**src/rtl/oled_pkg.sv**
```systemverilog
// Shared encodings, sizes and SSD1306 addressing constants for the OLED sequencer.
package oled_pkg;

    localparam int unsigned INIT_LEN  = 27;
    localparam int unsigned IDX_W     = 5;
    localparam int unsigned PAGE_W    = 3;
    localparam int unsigned COL_W     = 7;
    localparam int unsigned BYTE_W    = 8;
    localparam int unsigned NUM_PAGES = 8;
    localparam int unsigned NUM_COLS  = 128;

    localparam logic [IDX_W-1:0]  INIT_LAST = IDX_W'(INIT_LEN - 1);
    localparam logic [PAGE_W-1:0] PAGE_LAST = PAGE_W'(NUM_PAGES - 1);
    localparam logic [COL_W-1:0]  COL_LAST  = COL_W'(NUM_COLS - 1);

    localparam logic [BYTE_W-1:0] PAGE_BASE = 8'hB0;
    localparam logic [BYTE_W-1:0] COL_LO    = 8'h00;
    localparam logic [BYTE_W-1:0] COL_HI    = 8'h10;

    typedef enum logic [2:0] {
        ST_PWRUP,
        ST_INIT,
        ST_CLR_CMD,
        ST_CLR_DATA,
        ST_IDLE,
        ST_WR_CMD,
        ST_WR_DATA
    } state_t;

    typedef enum logic [1:0] {
        PH_REQ,
        PH_WAIT_LO,
        PH_WAIT_HI
    } phase_t;

    typedef struct packed {
        logic [PAGE_W-1:0] page;
        logic [COL_W-1:0]  col;
        logic [BYTE_W-1:0] data;
    } wr_req_t;

    // Three-byte page/column address preamble: page select, column low nibble, column high bits.
    function automatic logic [BYTE_W-1:0] addr_cmd(input logic [1:0]        sel,
                                                   input logic [PAGE_W-1:0] page,
                                                   input logic [COL_W-1:0]  col);
        logic [BYTE_W-1:0] cmd;
        case (sel)
            2'd0:    cmd = PAGE_BASE | {5'b0, page};
            2'd1:    cmd = COL_LO | {4'h0, col[3:0]};
            default: cmd = COL_HI | {5'b0, col[6:4]};
        endcase
        return cmd;
    endfunction

endpackage

```
**src/rtl/oled_init_rom.sv**
```systemverilog
// SSD1306 128x64 power-on command list, indexed 0..26.
module oled_init_rom
    import oled_pkg::*;
(
    input  logic [IDX_W-1:0]  idx_i,
    output logic [BYTE_W-1:0] cmd_o
);

    always_comb begin
        cmd_o = 8'hE3;
        case (idx_i)
            5'd0:    cmd_o = 8'hAE;
            5'd1:    cmd_o = 8'h00;
            5'd2:    cmd_o = 8'h10;
            5'd3:    cmd_o = 8'h40;
            5'd4:    cmd_o = 8'hB0;
            5'd5:    cmd_o = 8'h81;
            5'd6:    cmd_o = 8'hFF;
            5'd7:    cmd_o = 8'hA1;
            5'd8:    cmd_o = 8'hA6;
            5'd9:    cmd_o = 8'hA8;
            5'd10:   cmd_o = 8'h3F;
            5'd11:   cmd_o = 8'hC8;
            5'd12:   cmd_o = 8'hD3;
            5'd13:   cmd_o = 8'h00;
            5'd14:   cmd_o = 8'hD5;
            5'd15:   cmd_o = 8'h80;
            5'd16:   cmd_o = 8'hD8;
            5'd17:   cmd_o = 8'h05;
            5'd18:   cmd_o = 8'hD9;
            5'd19:   cmd_o = 8'hF1;
            5'd20:   cmd_o = 8'hDA;
            5'd21:   cmd_o = 8'h12;
            5'd22:   cmd_o = 8'hDB;
            5'd23:   cmd_o = 8'h30;
            5'd24:   cmd_o = 8'h8D;
            5'd25:   cmd_o = 8'h14;
            5'd26:   cmd_o = 8'hAF;
            default: cmd_o = 8'hE3;
        endcase
    end

endmodule

```
**src/rtl/oled_ctrl.sv**
```systemverilog
// SSD1306 sequencer in front of the IIC byte writer: init list, full clear, then host pixel writes.
// Optional power-up wait enabled by defining OLED_CTRL_PWRUP_DELAY_EN.
module oled_ctrl
    import oled_pkg::*;
#(
    parameter logic [23:0]       PWRUP_CYC = 24'd5_000_000,
    parameter logic [BYTE_W-1:0] CLR_BYTE  = 8'h00
) (
    input  logic              sys_clk,
    input  logic              sys_rst_n,
    output logic              iic_exec,
    output logic              iic_w_ctrl,
    output logic [BYTE_W-1:0] iic_w_data,
    input  logic              iic_done,
    input  logic              wr_valid,
    output logic              wr_ready,
    input  logic [PAGE_W-1:0] wr_page,
    input  logic [COL_W-1:0]  wr_col,
    input  logic [BYTE_W-1:0] wr_data,
    output logic              init_done,
    output logic              busy
);

    state_t            state_q;
    phase_t            phase_q;
    logic [IDX_W-1:0]  idx_q;
    logic [1:0]        sub_q;
    logic [PAGE_W-1:0] page_q;
    logic [COL_W-1:0]  col_q;
    wr_req_t           req_q;
    logic              exec_q;
    logic              ctrl_q;
    logic [BYTE_W-1:0] data_q;
    logic              ready_q;
    logic              init_done_q;
    logic              busy_q;

    logic [BYTE_W-1:0] rom_cmd;
    logic              byte_ctrl_c;
    logic [BYTE_W-1:0] byte_data_c;

`ifdef OLED_CTRL_PWRUP_DELAY_EN
    logic [23:0]       pwr_cnt_q;
`else
    logic              unused_pwrup;
    assign unused_pwrup = ^PWRUP_CYC;
`endif

    oled_init_rom u_rom (
        .idx_i (idx_q),
        .cmd_o (rom_cmd)
    );

    // Byte the current state would send on its next request.
    always_comb begin
        byte_ctrl_c = 1'b1;
        byte_data_c = rom_cmd;
        case (state_q)
            ST_CLR_CMD:  byte_data_c = addr_cmd(sub_q, page_q, '0);
            ST_CLR_DATA: begin
                byte_ctrl_c = 1'b0;
                byte_data_c = CLR_BYTE;
            end
            ST_WR_CMD:   byte_data_c = addr_cmd(sub_q, req_q.page, req_q.col);
            ST_WR_DATA: begin
                byte_ctrl_c = 1'b0;
                byte_data_c = req_q.data;
            end
            default: ;
        endcase
    end

    always_ff @(posedge sys_clk or negedge sys_rst_n) begin
        if (!sys_rst_n) begin
            state_q     <= ST_PWRUP;
            phase_q     <= PH_REQ;
            idx_q       <= '0;
            sub_q       <= '0;
            page_q      <= '0;
            col_q       <= '0;
            req_q       <= '0;
            exec_q      <= 1'b0;
            ctrl_q      <= 1'b0;
            data_q      <= '0;
            ready_q     <= 1'b0;
            init_done_q <= 1'b0;
            busy_q      <= 1'b1;
`ifdef OLED_CTRL_PWRUP_DELAY_EN
            pwr_cnt_q   <= '0;
`endif
        end else begin
            case (state_q)
                ST_PWRUP: begin
`ifdef OLED_CTRL_PWRUP_DELAY_EN
                    if (pwr_cnt_q == PWRUP_CYC - 24'd1) begin
                        state_q <= ST_INIT;
                    end else begin
                        pwr_cnt_q <= pwr_cnt_q + 24'd1;
                    end
`else
                    state_q <= ST_INIT;
`endif
                end
                ST_IDLE: begin
                    if (wr_valid && ready_q) begin
                        req_q.page <= wr_page;
                        req_q.col  <= wr_col;
                        req_q.data <= wr_data;
                        ready_q    <= 1'b0;
                        busy_q     <= 1'b1;
                        sub_q      <= '0;
                        state_q    <= ST_WR_CMD;
                    end
                end
                default: begin
                    // Per-byte handshake: request only into an idle writer, drop exec once it goes busy.
                    case (phase_q)
                        PH_REQ: begin
                            if (iic_done) begin
                                exec_q  <= 1'b1;
                                ctrl_q  <= byte_ctrl_c;
                                data_q  <= byte_data_c;
                                phase_q <= PH_WAIT_LO;
                            end
                        end
                        PH_WAIT_LO: begin
                            if (!iic_done) begin
                                exec_q  <= 1'b0;
                                phase_q <= PH_WAIT_HI;
                            end
                        end
                        PH_WAIT_HI: begin
                            if (iic_done) begin
                                phase_q <= PH_REQ;
                                case (state_q)
                                    ST_INIT: begin
                                        if (idx_q == INIT_LAST) begin
                                            state_q <= ST_CLR_CMD;
                                            page_q  <= '0;
                                            sub_q   <= '0;
                                        end else begin
                                            idx_q <= idx_q + 5'd1;
                                        end
                                    end
                                    ST_CLR_CMD: begin
                                        if (sub_q == 2'd2) begin
                                            state_q <= ST_CLR_DATA;
                                            col_q   <= '0;
                                        end else begin
                                            sub_q <= sub_q + 2'd1;
                                        end
                                    end
                                    ST_CLR_DATA: begin
                                        if (col_q != COL_LAST) begin
                                            col_q <= col_q + 7'd1;
                                        end else if (page_q == PAGE_LAST) begin
                                            state_q     <= ST_IDLE;
                                            init_done_q <= 1'b1;
                                            ready_q     <= 1'b1;
                                            busy_q      <= 1'b0;
                                        end else begin
                                            page_q  <= page_q + 3'd1;
                                            sub_q   <= '0;
                                            state_q <= ST_CLR_CMD;
                                        end
                                    end
                                    ST_WR_CMD: begin
                                        if (sub_q == 2'd2) begin
                                            state_q <= ST_WR_DATA;
                                        end else begin
                                            sub_q <= sub_q + 2'd1;
                                        end
                                    end
                                    ST_WR_DATA: begin
                                        state_q <= ST_IDLE;
                                        ready_q <= 1'b1;
                                        busy_q  <= 1'b0;
                                    end
                                    default: ;
                                endcase
                            end
                        end
                        default: phase_q <= PH_REQ;
                    endcase
                end
            endcase
        end
    end

    assign iic_exec   = exec_q;
    assign iic_w_ctrl = ctrl_q;
    assign iic_w_data = data_q;
    assign wr_ready   = ready_q;
    assign init_done  = init_done_q;
    assign busy       = busy_q;

endmodule
```
**config.mk**
```make
export PLATFORM = sky130hd
export DESIGN_NAME = oled_ctrl
export DESIGN_NICKNAME = d
export VERILOG_FILES = /design/src/rtl/oled_pkg.sv /design/src/rtl/oled_init_rom.sv /design/src/rtl/oled_ctrl.sv
export SDC_FILE = /design/constraint.sdc
export NUM_CORES = 1
export LEC_CHECK = 0
export CORE_ASPECT_RATIO = 0.5
export CORE_MARGIN = 8
export CORE_UTILIZATION = 50
export CTS_CLUSTER_DIAMETER = 80
export CTS_CLUSTER_SIZE = 30
export DETAILED_ROUTE_END_ITERATION = 8
export HOLD_SLACK_MARGIN = 0.06
export PLACE_DENSITY = 0.86
export SLEW_MARGIN = 0
export SYNTH_ARGS = -nofsm -noshare
export SYNTH_HDL_FRONTEND = slang
export SYNTH_SLANG_ARGS = --single-unit
```
**constraint.sdc**
```tcl
create_clock -name sys_clk -period 2.1 [get_ports sys_clk]
set_clock_uncertainty 0.2 [all_clocks]
set_input_delay 0.42 -clock sys_clk [delete_from_list [all_inputs] [get_ports sys_clk]]
set_output_delay 0.42 -clock sys_clk [all_outputs]
set_load 0.005 [all_outputs]
```
# [Word level (Yosys, flattened, before mapping)]
# Memories as Yosys holds them, arrays and structs flattened.
# Cells that the tools add are included.
[totals] ff_bits=53 mem_bits_ro=256 elab_cells=134 memories=1
[op_classes] addsub=4 eq_ne=31 mux=51 bitwise_logic=4 reduce_logical=28
[mem_list] name="(no name shown)" words=32 word_bits=8 rd=1 rd_ports_with_merged_regs=0 wr=0 line_no="oled_init_rom.sv:11" text="case (idx_i)"
[op_table] op="$mux W3" n=11
[op_table] op="$pmux W8 S2" n=2
[op_table] op="$pmux W8 S4" n=1
[op_table] op="$mux W2" n=10
[op_table] op="$ne A2 B2 Y1 const B" n=9
[op_table] op="$pmux W3 S5" n=1
[op_table] op="$mux W7" n=2
[op_table] op="$pmux W7 S2" n=1
[op_table] op="$reduce_and A7 Y1" n=2
[op_table] op="$mux W1" n=13
[op_table] op="$eq A3 B3 Y1 const B" n=4
[op_table] op="$ne A3 B3 Y1 const B" n=4
[op_table] op="$ne A4 B4 Y1 const B" n=3
[op_table] op="$pmux W2 S3" n=2
[op_table] op="$pmux W3 S2" n=2
[op_table] op="$reduce_and A6 Y1" n=2
[op_table] op="$pmux W1 S2" n=5
[op_table] op="$reduce_bool A2 Y1" n=5
[op_table] op="$reduce_and A9 Y1" n=1
[op_table] op="$reduce_bool A3 Y1" n=3
[op_table] op="$reduce_and A4 Y1" n=2
[op_table] op="$reduce_and A8 Y1" n=1
[op_table] op="$add A7 B1 Y7 const B" n=1
[op_table] op="$ne A7 B7 Y1 const B" n=1
[op_table] op="21 further kinds" n=30

# [Longest topological paths before layout]
# Gate-level depths: netlist (run 1).
[depth] depth_word=7 depth_mapped=8

# [Hierarchy]
# A second synthesis (run 1) with hierarchy kept.
[hier_totals] hier_cells=342 hier_area_um2=3254.4
[by_module_without_submodules] module="oled_ctrl" n_inst=1 cells_per_inst=289 area_each_um2=2882.8
[by_module_without_submodules] module="oled_init_rom" n_inst=1 cells_per_inst=53 area_each_um2=371.6

# [Least setup slack after synthesis (run 1)]
# No wires, ideal clock.
[synth_timing] path_kind="register to register" startpoint="register idx_q[0]" endpoint="register idx_q[4]" setup_time_ns=0.132 t_arrival_ns=1.783 required_time_ns=1.768 slack_ns=-0.016 path_stages_with_launch=9 path_buffers=2 synth_period_minus_slack_ns=2.116 path_cell_list="dfrtp_1 > inv_1 > ha_1 > clkbuf_1 > nand4b_1 > and4_2 > clkbuf_1 > nand4_1 > xnor2_1"
[synth_via] elab_chain_len=3 word_cells_on_any_way=4 classes_between="add/sub: 1; eq/ne: 1; bitwise: 1; reduce/logical: 1"
[synth_rtl] element="start, declared" line_no="oled_ctrl.sv:26" text="logic [IDX_W-1:0] idx_q;"
[synth_rtl] element="start signal, assigned" line_no="oled_ctrl.sv:142" text="idx_q <= idx_q + 5'd1;"
[synth_rtl] element="parallel branches: the longest is 3 deep, another holds $add A5 B1 Y5"
# Parallel ways; which one is timed is not known.
# A chain may end at the register's enable or synchronous reset.

# [Final worst setup path (run 1)]
[layout_timing] startpoint="register page_q[0]" endpoint="register page_q[0]"
[layout_via] elab_chain_len=4 word_cells_on_any_way=7 classes_between="add/sub: 1; eq/ne: 2; mux: 3; reduce/logical: 1"
[layout_rtl] element="start, declared" line_no="oled_ctrl.sv:28" text="logic [PAGE_W-1:0] page_q;"
[layout_rtl] element="start signal, assigned" line_no="oled_ctrl.sv:162" text="page_q <= page_q + 3'd1;"
[layout_rtl] element="$add A3 B1 Y3" line_no="oled_ctrl.sv:162"
[layout_rtl] element="$mux W3" line_no="oled_ctrl.sv:156" text="end else if (page_q == PAGE_LAST) begin"
[layout_rtl] element="$mux W3" line_no="oled_ctrl.sv:154" text="if (col_q != COL_LAST) begin"
[layout_rtl] element="$pmux W3 S2" line_no="oled_ctrl.sv:135" text="case (state_q)"
# Parallel ways exist; a longest one is shown, timed or not. The select of a mux whose other input is x is not followed.

==> load_flow_metrics.sql, run 1 <==
INSERT INTO impl_metrics (metric_group, metric, value, unit) VALUES
('finish', 'syn_to_final_growth', '25.1', '%'),
('power', 'pwr_density_cell', '986', 'mW/mm^2'),
('synthesis', 'ys_top_cells_by_area', 'sky130_fd_sc_hd__dfrtp_1 (40%), sky130_fd_sc_hd__mux2_2 (7.0%), sky130_fd_sc_hd__ha_1 (6.2%), sky130_fd_sc_hd__o21ai_0 (2.5%), sky130_fd_sc_hd__nand2_1 (2.3%)', ''),
('grt', 'global_route.usage.total', '0.186', ''),
('placed_design', 'port-buffer-count', '34', ''),
('sta', 'setup_violations', '1', ''),
('routing', 'drt-pass1-iter-count', '5', ''),
('synthesis', 'synth.top_cell.area_share', '0.404', ''),
('finish', 'layout-drive-gt1-share', '0.203', ''),
('routing', 'vias_per_cell', '6.07', ''),
('synthesis', 'synth_commonest_cells', 'sky130_fd_sc_hd__dfrtp_1 (52), sky130_fd_sc_hd__mux2_2 (20), sky130_fd_sc_hd__nand2_1 (20)', ''),
('synthesis', 'asyncSetResetFlopFracSynth', '1.00', ''),
('placed_design', 'place_hpwl', '6140', 'microns'),
('synthesis', 'synth.lib_cells_used.distinct', '62', ''),
('sta', 'layout_min_cycle_time', '2.12', 'ns'),
('routing', 'routedLengthMet1', '3540', 'microns'),
('grt', 'antenna_violations_before_repair', '0', ''),
('routing', 'ant_nets', '0', ''),
('clock_network', 'clock_tree_root_driver_cell', 'sky130_fd_sc_hd__clkbuf_16', ''),
('finish', 'fillerInstances', '449', ''),
('worst_setup_path', 'cp_data_arrival_time', '2.10', 'ns'),
('routing', 'met3RoutedLength', '392', 'microns'),
('synthesis', 'post_synth.cell_area_avg', '10.0', 'sq um'),
('worst_setup_path', 'slowest_delay', '0.42', 'ns'),
('power', 'power.static_leakage', '1.77', 'nW'),
('placed_design', 'place.gp.congestion', '0.877', ''),
('run', 'cap_violations', '0', ''),
('clock_network', 'tritoncts', 'built', ''),
('synthesis', 'synth_seq_area_share', '0.412', ''),
('sta', 'max_clock_freq', '471', 'MHz'),
('floorplanning', 'chipWidth', '130', 'microns'),
('finish', 'final_area', '0.00403', 'sq mm'),
('clock_network', 'cts_max_path_buffers', '2', ''),
('grt', 'global_route.overflow_total', '0', ''),
('sta', 'setup_ws', '-0.0229', 'ns'),
('synthesis', 'synth_adder_area_share', '0.0622', ''),
('finish', 'design.final.nets', '412', ''),
('run_status', 'failed_checks', 'negative setup slack', ''),
('floorplanning', 'initial_utilization', '0.523', ''),
('synthesis', 'syn_inst', '322', ''),
('routing', 'highest_routing_layer_actually_used', 'met4', ''),
('synthesis', 'dominant_combinational_cell_family_by_area_after_synthesis', 'compound AO/OA/AOI/OAI gates', ''),
('clock_network', 'clkTransAtPathRegs', '0.07', 'ns'),
('worst_setup_path', 'worst-path-stages', '5', ''),
('routing', 'met2_wirelength', '4400', 'microns'),
('synthesis', 'synth_fp_nets', '360', ''),
('synthesis', 'synth-simple-area-share', '0.173', ''),
('routing', 'drcViolationCount', '0', ''),
('power', 'vdd_ir_drop_max', '0.563', 'mV'),
('synthesis', 'synth_enable_flop_cells', '0', ''),
('worst_setup_path', 'sequence_of_cells_on_the_critical_path', 'ha_1 > ha_1 > nor4_1 > o21ai_0 > mux2_2', ''),
('grt', 'grt_max_degree', '29', ''),
('floorplanning', 'design.die.area', '0.00942', 'sq mm'),
('floorplanning', 'dieHeight', '72.8', 'microns'),
('finish', 'multi_input_combinational_cell_area', '0.00177', 'sq mm'),
('clock_network', 'clock_buffer_count_from_cts', '5', ''),
('synthesis', 'syn-cell-area', '0.00322', 'sq mm'),
('run_status', 'outcome', 'finished, violations left', ''),
('floorplanning', 'design.core.area', '0.00616', 'sq mm'),
('worst_setup_path', 'timing.critical_path.max_delay_family', 'adder cells', ''),
('clock_network', 'htree_num_levels', '2', ''),
('worst_setup_path', 'critical_path.max_fanout', '4', ''),
('synthesis', 'synth_xor_xnor_area_share', '0.0218', ''),
('worst_setup_path', 'cp_num_buf_inv', '0', ''),
('worst_setup_path', 'crit_path_start_kind', 'flop', ''),
('routing', 'dr_total_vias', '2811', ''),
('routing', 'drt-initial-drc-count', '347', ''),
('synthesis', 'yosys-mux-area-fraction', '0.0917', ''),
('finish', 'regArea', '0.00133', 'sq mm'),
('sta', 'worst-slew-pin-transition', '0.665', 'ns'),
('grt', 'vias_in_the_first_global_route', '2813', '');
==> routing by layer <==
metal,track usage,up-vias
met4,0.0906,0
met2,0.328,130
met5,0,-
li1,-,1291
met3,0.0270,33
met1,0.221,1357
==> kinds of logic after synthesis <==
logic type,count (synthesis)
mux,27
flops,53
simple gates,98
compound gates,87
buf+inv,33
fa+ha+maj,16
xor+xnor,8
==> sequential cells by signal, summed over array words and instances, names as in the netlist <==
signal,flops
idx_q,5
busy,1
iic_exec,1
req_q,18
init_done,1
iic_w_data,8
state_q,3
iic_w_ctrl,1
col_q,7
page_q,3
wr_ready,1
phase_q,2
sub_q,2
==> stage by stage <==
stage	cells	setup TNS, ns	hold WS (ns)	power (mW)	setup WS [ns]
global placement	453	-0.119	0.256	2.83	-0.0592
detailed placement	453	-0.465	0.280	2.92	-0.146
floorplan	322	0	-0.0756	2.26	0.0566
global route	463	-0.0320	0.323	4.17	-0.0320
finish	463	-0.0229	0.295	3.97	-0.0229
CTS	462	0	0.292	3.92	0.0110
==> worst paths after layout <==
path / start / to / slack, ns
hold reg to reg: busy$_DFFE_PN1P_ / busy$_DFFE_PN1P_ / 0.29
hold / removal: busy$_DFFE_PN1P_ / busy$_DFFE_PN1P_ / 0.29
setup reg to reg: page_q[0]$_DFFE_PN0P_ / page_q[0]$_DFFE_PN0P_ / -0.02
max in group asynchronous: sys_rst_n / iic_w_data[2]$_DFFE_PN0P_ / 0.59
min in group asynchronous: sys_rst_n / idx_q[3]$_DFFE_PN0P_ / 0.54
setup / recovery: page_q[0]$_DFFE_PN0P_ / page_q[0]$_DFFE_PN0P_ / -0.02
==> layout by cell type (no fill, tap or decap), types with 5 or more instances in the layout <==
cell | netlist | final
sky130_fd_sc_hd__buf_4 | 1 | 29
sky130_fd_sc_hd__mux2i_1 | 7 | 7
sky130_fd_sc_hd__nand3_1 | 8 | 8
sky130_fd_sc_hd__a22o_1 | 7 | 7
sky130_fd_sc_hd__nor2_1 | 18 | 18
sky130_fd_sc_hd__nor2b_1 | 10 | 10
sky130_fd_sc_hd__ha_1 | 16 | 15
sky130_fd_sc_hd__o21ai_0 | 16 | 16
sky130_fd_sc_hd__inv_1 | 12 | 12
sky130_fd_sc_hd__a31oi_1 | 9 | 9
sky130_fd_sc_hd__xnor2_1 | 6 | 6
sky130_fd_sc_hd__clkbuf_16 | 0 | 5
sky130_fd_sc_hd__mux2_2 | 20 | 20
sky130_fd_sc_hd__nand2_1 | 20 | 20
sky130_fd_sc_hd__nand2b_1 | 7 | 7
sky130_fd_sc_hd__nand4_1 | 6 | 6
sky130_fd_sc_hd__o211ai_1 | 5 | 5
sky130_fd_sc_hd__o31ai_1 | 5 | 5
sky130_fd_sc_hd__a21oi_1 | 11 | 11
sky130_fd_sc_hd__dfrtp_1 | 52 | 50
sky130_fd_sc_hd__clkdlybuf4s50_1 | 0 | 33
==> where the power goes <==
| part | internal [mW] | total [mW] | switching, mW |
|---|---|---|---|
| logic | 0.854 | 1.68 | 0.826 |
| clock network | 0.596 | 0.967 | 0.371 |
| registers | 1.16 | 1.32 | 0.159 |
| total | 2.62 | 3.97 | 1.36 |
==> timing repair <==
| item | 4_1_cts | 5_1_grt |
|---|---|---|
| hold buffers | 1 | 0 |
| setup endpoints to repair | 0 | 11 |
| endpoints found under the hold margin | 26 | 0 |
| buffers inserted | 0 | 1 |
| resized for setup | 0 | 5 |
==> layout make-up <==
cell class | count | share of cell area
clock buffers | 7 | 0.0354
clock inverters | 1 | 0.00745
inverters | 12 | 0.0112
multi-input cells | 236 | 0.439
flip-flops and latches | 53 | 0.330
well taps | 88 | 0.0273
repair buffers | 66 | 0.150
==> worst reg2reg max path: stages (launching register included) <==
cell                      delay, ns
sky130_fd_sc_hd__dfrtp_1       0.42
sky130_fd_sc_hd__ha_1          0.23
sky130_fd_sc_hd__ha_1          0.24
sky130_fd_sc_hd__nor4_1        0.39
sky130_fd_sc_hd__o21ai_0       0.22
sky130_fd_sc_hd__mux2_2        0.30
Power figures use the tool's default switching activity.
==> run 2: changes to the inputs <==
--- a/config.mk
+++ b/config.mk
@@ -5,14 +5,16 @@
 export SDC_FILE = /design/constraint.sdc
 export NUM_CORES = 1
 export LEC_CHECK = 0
+export CELL_PAD_IN_SITES_DETAIL_PLACEMENT = 1
+export CELL_PAD_IN_SITES_GLOBAL_PLACEMENT = 2
 export CORE_ASPECT_RATIO = 0.5
 export CORE_MARGIN = 8
-export CORE_UTILIZATION = 50
+export CORE_UTILIZATION = 33
 export CTS_CLUSTER_DIAMETER = 80
 export CTS_CLUSTER_SIZE = 30
 export DETAILED_ROUTE_END_ITERATION = 8
 export HOLD_SLACK_MARGIN = 0.06
-export PLACE_DENSITY = 0.86
+export PLACE_DENSITY = 0.87
 export SLEW_MARGIN = 0
 export SYNTH_ARGS = -nofsm -noshare
 export SYNTH_HDL_FRONTEND = slang
==> run 2 against run 1 <==
The run now ends clean. Sequential power hardly changed. Largest power group unchanged. Highest routed layer unchanged. Critical endpoint is now sub_q[0]$_DFFE_PN0P_. First-iteration DRC count is 44% lower. Via count is 2.4% lower.
==> load_flow_metrics.sql, run 2 (synthesis results as in run 1) <==
INSERT INTO impl_metrics (metric_group, metric, value, unit) VALUES
('finish', 'layout-drive-gt1-share', '0.223', ''),
('sta', 'worst-slew-pin-transition', '0.465', 'ns'),
('clock_network', 'cts_setup_buffers', '0', ''),
('floorplanning', 'design.core.area', '0.00948', 'sq mm'),
('run_status', 'outcome', 'finished clean', ''),
('grt', 'antenna_violations_before_repair', '0', ''),
('sta', 'setup_violations', '0', ''),
('grt', 'vias_in_the_first_global_route', '3020', ''),
('grt', 'global_route.usage.total', '0.139', ''),
('sta', 'slew_viol_final', '0', ''),
('clock_network', 'cts_max_path_buffers', '2', ''),
('clock_network', 'tritoncts', 'built', ''),
('worst_setup_path', 'critical_path.max_fanout', '4', ''),
('finish', 'regMostFlops', 'req_q', ''),
('finish', 'layout.cells.most_common_list', 'sky130_fd_sc_hd__dfrtp_1 (50), sky130_fd_sc_hd__buf_4 (34), sky130_fd_sc_hd__clkdlybuf4s50_1 (33), sky130_fd_sc_hd__nand2_1 (20), sky130_fd_sc_hd__mux2_2 (20)', ''),
('power', 'power.static_leakage', '1.79', 'nW'),
('routing', 'highest_routing_layer_actually_used', 'met4', ''),
('floorplanning', 'chipWidth', '156', 'microns'),
('routing', 'drt-pass1-iter-count', '4', ''),
('min_path', 'min-delay-path-class', 'reg2reg', ''),
('worst_setup_path', 'cp_data_arrival_time', '2.01', 'ns'),
('placed_design', 'port-buffer-count', '34', ''),
('power', 'vdd_ir_drop_max', '0.417', 'mV'),
('sta', 'grt_setup_unrepaired', 'false', ''),
('routing', 'detail_route.wirelength', '9060', 'microns'),
('clock_network', 'clock_tree_root_driver_cell', 'sky130_fd_sc_hd__clkbuf_16', ''),
('sta', 'setup_ws', '0.0720', 'ns'),
('worst_setup_path', 'crit_path_start_kind', 'flop', ''),
('routing', 'vias_per_cell', '5.32', ''),
('routing', 'dr_total_vias', '2744', ''),
('floorplanning', 'top_level_ports', '35', ''),
('routing', 'routedLengthMet1', '3990', 'microns'),
('sta', 'hold_slack_final', '0.298', 'ns'),
('placed_design', 'detailed_place.area', '0.00394', 'sq mm'),
('worst_setup_path', 'critPathKind', 'reg2reg', ''),
('placed_design', 'dpl_cells', '507', ''),
('floorplanning', 'dieHeight', '85.9', 'microns'),
('routing', 'ant_nets', '0', ''),
('placed_design', 'place_hpwl', '6960', 'microns'),
('finish', 'max_ffs_per_register', '18', ''),
('worst_setup_path', 'setup.worst_path.end_class', 'flop', ''),
('sta', 'fin_crit_sh', '0.966', ''),
('power', 'pwr_density_cell', '934', 'mW/mm^2'),
('clock_network', 'number_of_clock_sinks', '53', ''),
('sta', 'max-slew-margin-rel', '0.688', ''),
('routing', 'wl_cell', '17.6', 'microns'),
('sta', 'hold_viol', '0', ''),
('finish', 'syn_to_final_growth', '28.2', '%'),
('clock_network', 'htree_num_levels', '2', ''),
('floorplanning', 'initial_utilization', '0.340', ''),
('placed_design', 'place.gp.congestion', '0.796', ''),
('sta', 'setup_total_negative_slack', '0', 'ns'),
('placed_design', 'minimum_setup_slack_after_placement', '-0.133', 'ns'),
('routing', 'met2_wirelength', '4690', 'microns'),
('sta', 'layout_min_cycle_time', '2.03', 'ns'),
('routing', 'drt-initial-drc-count', '196', ''),
('finish', 'final_cells', '516', ''),
('grt', 'global_route.overflow_total', '0', ''),
('floorplanning', 'design.die.area', '0.0134', 'sq mm'),
('finish', 'design.final.nets', '418', ''),
('routing', 'drcViolationCount', '0', ''),
('run', 'cap_violations', '0', ''),
('grt', 'grt_max_degree', '54', ''),
('clock_network', 'clock_buffer_count_from_cts', '5', ''),
('clock_network', 'worstSkewPairLatency', '0.30', 'ns'),
('sta', 'max_clock_freq', '493', 'MHz'),
('finish', 'final_area', '0.00413', 'sq mm'),
('floorplanning', 'placementRows', '25', ''),
('worst_setup_path', 'cp_data_required_time', '2.08', 'ns'),
('clock_network', 'clkTransAtPathRegs', '0.07', 'ns'),
('finish', 'antenna_cells_inserted', '0', ''),
('grt', 'grt_pass1_wl', '15100', 'microns'),
('finish', 'fillerInstances', '1061', ''),
('routing', 'met3RoutedLength', '192', 'microns'),
('finish', 'layout.cells.most_common', 'sky130_fd_sc_hd__dfrtp_1', '');
[run 2: final cells by class]
type | instances | area [sq um] | area share
well taps | 135 | 169 | 0.0409
multi-input cells | 236 | 1780 | 0.431
clock buffers | 8 | 146 | 0.0354
repair buffers | 72 | 661 | 0.160
flip-flops and latches | 53 | 1330 | 0.322
inverters | 12 | 45.0 | 0.0109
[run 2: metal layers]
layer / up-vias / global-route usage
met2: 24 / 0.252
met3: 18 / 0.0266
met4: 0 / 0.0577
li1: 1312 / -
met1: 1390 / 0.159
met5: - / 0
[run 2: final timing paths]
| kind | start | endpoint | slack, ns | depth (start not counted) |
|---|---|---|---|---|
| min in group asynchronous | sys_rst_n | idx_q[2]$_DFFE_PN0P_ | 0.44 | 3 |
| max in group asynchronous | sys_rst_n | busy$_DFFE_PN1P_ | 0.94 | 3 |
| setup / recovery | sub_q[0]$_DFFE_PN0P_ | sub_q[0]$_DFFE_PN0P_ | 0.07 | 7 |
| hold reg to reg | init_done$_DFFE_PN0P_ | init_done$_DFFE_PN0P_ | 0.30 | 1 |
| hold / removal | init_done$_DFFE_PN0P_ | init_done$_DFFE_PN0P_ | 0.30 | 1 |
| setup reg to reg | sub_q[0]$_DFFE_PN0P_ | sub_q[0]$_DFFE_PN0P_ | 0.07 | 7 |
[run 2: critical path, stage by stage, from the launching register on]
cell	delay, ns
sky130_fd_sc_hd__dfrtp_1	0.36
sky130_fd_sc_hd__inv_1	0.09
sky130_fd_sc_hd__ha_1	0.22
sky130_fd_sc_hd__or3b_2	0.44
sky130_fd_sc_hd__a32oi_1	0.20
sky130_fd_sc_hd__o311ai_1	0.12
sky130_fd_sc_hd__buf_4	0.16
sky130_fd_sc_hd__mux2i_1	0.12
[run 2: what timing repair did]
| item | in CTS | in global routing |
|---|---|---|
| hold buffers | 1 | 0 |
| resized for setup | 0 | 11 |
| endpoints found under the setup margin | 0 | 19 |
| hold endpoints to repair | 52 | 0 |
[run 2: per-stage QoR]
step / total power [mW] / utilization
floorplan: 2.26 / -
global placement: 2.89 / 0.416
detailed placement: 3.00 / 0.416
CTS: 3.86 / 0.432
global route: 4.11 / 0.436
finish: 3.86 / 0.436
[run 2: power by group]
part | total [mW] | switching (mW) | internal (mW)
sequential | 1.34 | 0.173 | 1.16
combinational | 1.67 | 0.797 | 0.876
clock | 0.848 | 0.371 | 0.477
